## config.mk

```make
export PLATFORM = sky130hd
export DESIGN_NAME = cgra_clock_gate_ctrl
export DESIGN_NICKNAME = d
export VERILOG_FILES = /design/src/rtl/cgra_clock_gate_ctrl.sv
export SDC_FILE = /design/constraint.sdc
export NUM_CORES = 1
export LEC_CHECK = 0
export CAP_MARGIN = 20
export CORE_MARGIN = 8
export CORE_UTILIZATION = 57
export CTS_CLUSTER_SIZE = 30
export DETAILED_ROUTE_END_ITERATION = 8
export PLACE_DENSITY = 0.82
export REMOVE_ABC_BUFFERS = 1
export SLEW_MARGIN = 15
export SYNTH_ARGS = -nofsm -noshare
export SYNTH_HDL_FRONTEND = slang
export SYNTH_SLANG_ARGS = --single-unit
```

## constraint.sdc

```tcl
create_clock -name clk_i -period 3.94 [get_ports clk_i]
set_input_delay 0.394 -clock clk_i [delete_from_list [all_inputs] [get_ports clk_i]]
set_output_delay 0.394 -clock clk_i [all_outputs]
set_load 0.02 [all_outputs]
```

## src/rtl/cgra_clock_gate_ctrl.sv

```systemverilog
// cgra_clock_gate_ctrl: idle-detecting enable generator for the CGRA cluster clock gate
module cgra_clock_gate_ctrl #(
    parameter int IDLE_CNT_W  = 8,
    parameter int WAKE_CYCLES = 2,
    parameter int STAT_W      = 16
) (
    input  logic                  clk_i,
    input  logic                  rst_ni,
    input  logic                  enable_gating_i,
    input  logic [IDLE_CNT_W-1:0] idle_threshold_i,
    input  logic                  busy_i,
    input  logic                  wake_req_i,
    input  logic                  test_en_i,
    input  logic                  cnt_clr_i,
    output logic                  clk_en_o,
    output logic                  gated_o,
    output logic                  ready_o,
    output logic [STAT_W-1:0]     gate_cnt_o
);
    localparam logic [1:0] RUN   = 2'd0;
    localparam logic [1:0] GATED = 2'd1;
    localparam logic [1:0] WAKE  = 2'd2;
    localparam logic [3:0] WAKE_LAST = 4'(WAKE_CYCLES);

    logic [1:0]            state;
    logic [IDLE_CNT_W-1:0] idle_cnt;
    logic [3:0]            wake_cnt;
    logic                  idle;
    logic                  gate_now;

    // any non-idle input doubles as the wake condition while gated
    assign idle     = enable_gating_i & ~busy_i & ~wake_req_i & ~test_en_i;
    assign gate_now = (state == RUN) & idle & (idle_cnt >= idle_threshold_i);

    always_ff @(posedge clk_i) begin
        if (!rst_ni) begin
            state    <= RUN;
            idle_cnt <= '0;
            wake_cnt <= '0;
            clk_en_o <= 1'b1;
            ready_o  <= 1'b1;
            gated_o  <= 1'b0;
        end else begin
            case (state)
                RUN: begin
                    if (gate_now) begin
                        state    <= GATED;
                        idle_cnt <= '0;
                        clk_en_o <= 1'b0;
                        ready_o  <= 1'b0;
                        gated_o  <= 1'b1;
                    end else begin
                        idle_cnt <= idle ? idle_cnt + IDLE_CNT_W'(1) : '0;
                    end
                end
                GATED: begin
                    if (!idle) begin
                        state    <= WAKE;
                        wake_cnt <= 4'd1;
                        clk_en_o <= 1'b1;
                        gated_o  <= 1'b0;
                    end
                end
                WAKE: begin
                    if (wake_cnt >= WAKE_LAST) begin
                        state    <= RUN;
                        wake_cnt <= '0;
                        ready_o  <= 1'b1;
                    end else begin
                        wake_cnt <= wake_cnt + 4'd1;
                    end
                end
                default: begin
                    state    <= RUN;
                    idle_cnt <= '0;
                    wake_cnt <= '0;
                    clk_en_o <= 1'b1;
                    ready_o  <= 1'b1;
                    gated_o  <= 1'b0;
                end
            endcase
        end
    end

    always_ff @(posedge clk_i) begin
        if (!rst_ni || cnt_clr_i)
            gate_cnt_o <= '0;
        else if (gate_now && gate_cnt_o != '1)
            gate_cnt_o <= gate_cnt_o + STAT_W'(1);
    end
endmodule
```

# Word-level counts from Yosys, hierarchy flattened
# Index checks and enable logic that the tools add are counted.
dict set report word_totals {
  ff_bits 33
  elab_cells 56
  out_inout_bits 19
}
dict set report classes {
  n_reduce_logical 9
  mux 18
  order_cmp 2
  n_eq_ne 6
  bitwise 11
  add_sub_neg 3
}
# op count
set op_table {}
lappend op_table {{$add 16x1->16 const B} 1}
lappend op_table {{$mux 8} 2}
lappend op_table {{$ne 16x16->1 const B} 1}
lappend op_table {{$pmux 8 s2} 1}
lappend op_table {{$pmux 4 s3} 1}
lappend op_table {{$pmux 1 s3} 3}
lappend op_table {{$reduce_and 3->1} 3}
lappend op_table {{$add 8x1->8 const B} 1}
lappend op_table {{$ge 8x8->1} 1}
lappend op_table {{$mux 4} 2}
lappend op_table {{$mux 2} 3}
lappend op_table {{$ne 2x2->1 const B} 3}
lappend op_table {{$not 1->1} 6}
lappend op_table {{$pmux 2 s3} 1}
lappend op_table {{$and 1x1->1} 5}
lappend op_table {{$mux 1} 5}
lappend op_table {{$add 4x1->4 const B} 1}
lappend op_table {{$ge 4x2->1 const B} 1}
lappend op_table {{$eq 2x1->1 const B} 1}
lappend op_table {{$eq 2x2->1 const B} 1}
lappend op_table {{$logic_not 2->1} 1}
lappend op_table {{$reduce_and 2->1} 1}
lappend op_table {{$reduce_or 2->1} 1}
lappend op_table {{$logic_and 1x1->1} 1}
lappend op_table {{other kinds (2)} 2}

# Logic depth before layout (Yosys ltp)
dict set report depth {
  ltp_word 8
  depth_mapped 8
  depth_no_buf 7
}

# Least setup slack after synthesis
# Ideal clock, no wire load.
dict set report synth_timing {
  path_kind {register -> register}
  from {register idle_cnt[0]}
  to {register state[1]}
  setup_slack_ns 1.906
  synth_period_minus_slack_ns 2.034
  setup_ns 0.122
  stages_incl_launch_ff 9
  t_arrival_ns 1.912
  cell_sequence {dfxtp_1 -> inv_1 -> ha_1 -> nand2b_1 -> a2111oi_2 -> o21a_2 -> buf_4 -> nor2_1 -> o311a_1}
}
dict set report synth_between {
  elab_chain_len 4
}
# element line_no
set synth_rtl {}
lappend synth_rtl {{start, declared} 26} ;# logic [IDLE_CNT_W-1:0] idle_cnt;
lappend synth_rtl {{start signal, assigned} 53} ;# idle_cnt <= idle ? idle_cnt + IDLE_CNT_W'(1) : '0;
lappend synth_rtl {{$ge 8x8->1} 33} ;# assign gate_now = (state == RUN) & idle & (idle_cnt >= idle_threshold_i);
lappend synth_rtl {{$and 1x1->1} 33}
lappend synth_rtl {{$ne 2x2->1 (no line)} -}
lappend synth_rtl {{$reduce_and 3->1 (no line)} -}
lappend synth_rtl {{end signal, assigned} 37} ;# state <= RUN;
lappend synth_rtl {{end signal, assigned} 47} ;# state <= GATED;
lappend synth_rtl {{end signal, assigned} 58} ;# state <= WAKE;
lappend synth_rtl {{end, declared} 25} ;# logic [1:0] state;
# Every way passes these cells.
# A chain may end at the register's enable or synchronous reset.

# Worst setup path after layout
dict set report layout_timing {
  from {register idle_cnt[0]}
  to {register idle_cnt[6]}
}
dict set report layout_between {
  elab_chain_len 4
}
# element line_no
set layout_rtl {}
lappend layout_rtl {{$add 8x1->8 or $ge 8x8->1 (tied branches)} {53, 33}}
lappend layout_rtl {{$mux 8 or $and 1x1->1 (tied branches)} {53, 33}}
lappend layout_rtl {{$mux 8 (*)} 46} ;# if (gate_now) begin
lappend layout_rtl {{$pmux 8 s2 (*)} 44} ;# case (state)
# Every way passes the cells marked *; elsewhere a longest branch is shown, timed or not.

==> summary.txt <==
Placement
  • Dpl ws: 1.083 ns
  • IO buf count: 33
  • GPL Wtd Cong: 0.7759
  • Dpl hpwl: 3.086 mm
  • Cell Area, Placed: 0.002431 mm²
  • Placed insts: 314

Timing
  • Setup violators final: 0
  • Slew @ Worst Pin: 0.8078 ns
  • Final Hold Fails: 0
  • Fmax: 0.3931 GHz
  • Fin crit share: 64.57%
  • Unrepaired setup endpoints after global routing: false
  • Slew margin rel.: 45.65%
  • Setup TNS: 0 ns
  • Final setup margin: 1.396 ns
  • Period minus WS final: 2.544 ns
  • Final Max Slew Viols: 0
  • Worst Clk Skew: 0.01854 ns

Worst setup path
  • Crit Path Max Fanout: 34
  • Worst path max stage delay: 0.66 ns
  • Critical path type: register to register
  • Critical path, cell by cell: inv_1 > ha_1 > nand2b_1 > a2111oi_2 > o21a_2 > a21oi_1 > nor3b_1
  • Crit start category: register
  • Worst Path Arrival: 2.79 ns
  • Crit end category: register
  • Data required, critical path: 4.19 ns
  • Slowest stage cell, crit path: o21a_2

Outcome
  • Outcome: finished, final reports clean

Final layout
  • Final core occ: 70.31%
  • # diodes: 0
  • Fill count: 295
  • Fin cells: 322
  • Share of layout cells above drive strength 1: 9.489%
  • P&R area growth vs syn: 20.64%
  • Layout Nets: 303
  • Design Area, Final: 0.002516 mm²

Logic synthesis
  • Post-synth EDFFs: 0
  • Largest family of logic cells by synthesized area: simple AND/OR/NAND/NOR gates
  • Mux contribution to synthesized area: 4.799%
  • Largest cells by area after synthesis: dfxtp_1 (32%), ha_1 (9.0%), nand2_1 (5.2%), mux2i_1 (4.8%), nor4_2 (4.8%)
  • Yosys cell types: 54
  • Post-synthesis cell count: 242
  • Synth Area per Inst: 8.619 µm²
  • Area leader, netlist: dfxtp_1
  • Synth Area in XOR/XNOR: 1.260%
  • Top-area cell type share of the netlist area: 31.67%
  • YS warnings: 0
  • Most common cell in the synthesized netlist: dfxtp_1
  • Post-synthesis sequential area ratio: 31.67%
  • Post-synthesis compound-gate area fraction: 14.94%
  • Simple-Gate Fraction of Synth Area: 32.57%
  • Fraction of registers with async set/reset: 0%
  • Number of synthesized register bits: 33
  • Predominant post-synthesis flop cell: dfxtp_1
  • Adder-Cell Fraction of Synth Area: 8.998%
  • Cell Area, Synth: 0.002086 mm²
  • Commonest cells in the netlist: dfxtp_1 (33), nand2_1 (29), inv_1 (16)

Power
  • Clock share of power: 40.4%
  • VDD IR max: 0.2575 mV
  • Psw: 141.4 µW
  • Power Internal: 512.0 µW
  • Pwr dens: 259.7 mW/mm²
  • Comb power frac: 8.3%
  • Part of the power in registers: 51.3%
  • Static Leak: 0.0008639 µW
  • Switching part of the total power: 21.64%

Floorplanning
  • Die area: 0.005851 mm²
  • Core area: 0.003578 mm²
  • I/O Pins: 34
  • Die width: 76.49 µm
  • Initial Utilization: 58.29%
  • Die height: 76.49 µm
  • Rows: 22

Clock network
  • Post-cts sizing count: 0
  • CTS Sinks: 33
  • CTS clk-pin slew, worst paths: 0.10 ns
  • Clock Path Buffers: 2
  • Clock root buffer: clkbuf_4
  • Clock buffer count from CTS: 5
  • CTS tree: built
  • Hold Buf Count CTS: 0
  • Clock latency on the worst-skew pair: 0.34 ns
  • Post-CTS setup repair buffer count: 0
  • H-Tree Depth: 2

Global routing
  • Total track usage: 15.31%
  • Global route overflow: 0
  • Initial antenna violation count: 0
  • Vias in the first global route: 1800
  • Largest net degree at the start of global routing: 35
  • First-pass GRT wire length: 7.817 mm

Route
  • Routed wire length: 4.323 mm
  • Initial DRC Count: 121
  • Residual DRC: 0
  • Post-detailed-route count of antenna-violating nets: 0
  • WL/cell: 13.43 µm
  • Via density per instance: 5.745
  • First-pass iteration count of the detailed router: 4
  • Total number of vias: 1850

Hold path
  • Hold Crit Class: register to register

Job
  • Max Cap Viol: 0
==> through the flow <==
step	hold slack [ns]	total power, µW
3_5_place_dp	0.4582	397.3
5_1_grt	0.4862	676.7
4_1_cts	0.4720	658.7
3_3_place_gp	0.4545	395.7
6_report	0.4675	653.4
2_1_floorplan	0.4409	372.5
==> worst max-delay path, delay by kind of cell, from the launching register on <==
family | cells | cell delay [ns]
AO/OA/AOI/OAI | 3 | 1.32
flip-flops | 1 | 0.45
AND/OR/NAND/NOR | 2 | 0.37
adder cells (fa/ha/maj) | 1 | 0.26
buffers and inverters | 1 | 0.07
==> kinds of logic (layout without fill, tap and decap cells) <==
family | count (synthesis) | count (layout)
xor gates and xnor gates | 3 | 3
buffers and inverters | 27 | 59
and+or+nand+nor | 112 | 112
muxes | 10 | 10
AOI/OAI and AO/OA | 42 | 42
DFF | 33 | 33
adders and majority gates | 15 | 15
==> routing by layer <==
layer / track usage, % / wire [µm]
met1: 16.82 / 1916
met2: 27.93 / 2156
met3: 4.127 / 192
met4: 4.231 / 57
met5: 0 / 0
==> sequential cells by signal, summed over array words and instances, names as in the netlist <==
register / cells
gate_cnt_o: 16
idle_cnt: 8
wake_cnt: 4
state: 2
clk_en_o: 1
gated_o: 1
ready_o: 1
==> area by class of cell <==
| cell class | instances | area, µm² | area share (%) |
|---|---|---|---|
| well taps | 48 | 60.06 | 2.387 |
| flip-flops and latches | 33 | 660.6 | 26.26 |
| repair buffers | 35 | 345.3 | 13.72 |
| multi-input cells | 182 | 1305 | 51.86 |
| clock buffers | 7 | 55.05 | 2.188 |
| clock inverters | 1 | 30.03 | 1.193 |
| inverters | 16 | 60.06 | 2.387 |
==> path summary, 6_finish.rpt <==
check	from	to	slack, ns	cells after the start
worst max-delay path	idle_cnt[0]	idle_cnt[6]	1.40	7
worst min-delay path	wake_cnt[2]	wake_cnt[2]	0.47	2
worst max register to register	idle_cnt[0]	idle_cnt[6]	1.40	7
worst min register to register	wake_cnt[2]	wake_cnt[2]	0.47	2
==> layout by cell type, fill, tap and decap left out, types with 3 or more instances in the layout <==
master            n
dfxtp_1          33
clkdlybuf4s50_1  33
nand2_1          29
inv_1            16
ha_1             15
nand2b_1         12
nand3_1          12
mux2i_1          10
nor4_2            8
a21oi_1           7
nor2_1            6
nor4_1            6
nand4_1           6
nor3_1            5
nor3b_1           5
a21boi_0          5
o31ai_1           5
clkbuf_4          5
and2_1            4
o21a_1            4
or4_1             3
o21ai_0           3
==> power by group through the flow <==
stage | registers (µW) | logic, µW | clock network, µW
floorplan | 342 | 30.0 | 0
global placement | 343 | 53.0 | 0
detailed placement | 343 | 54.6 | 0
CTS | 335 | 55.0 | 269
global route | 335 | 61.0 | 280
finish | 335 | 54.5 | 264
Power figures use the tool's default switching activity.
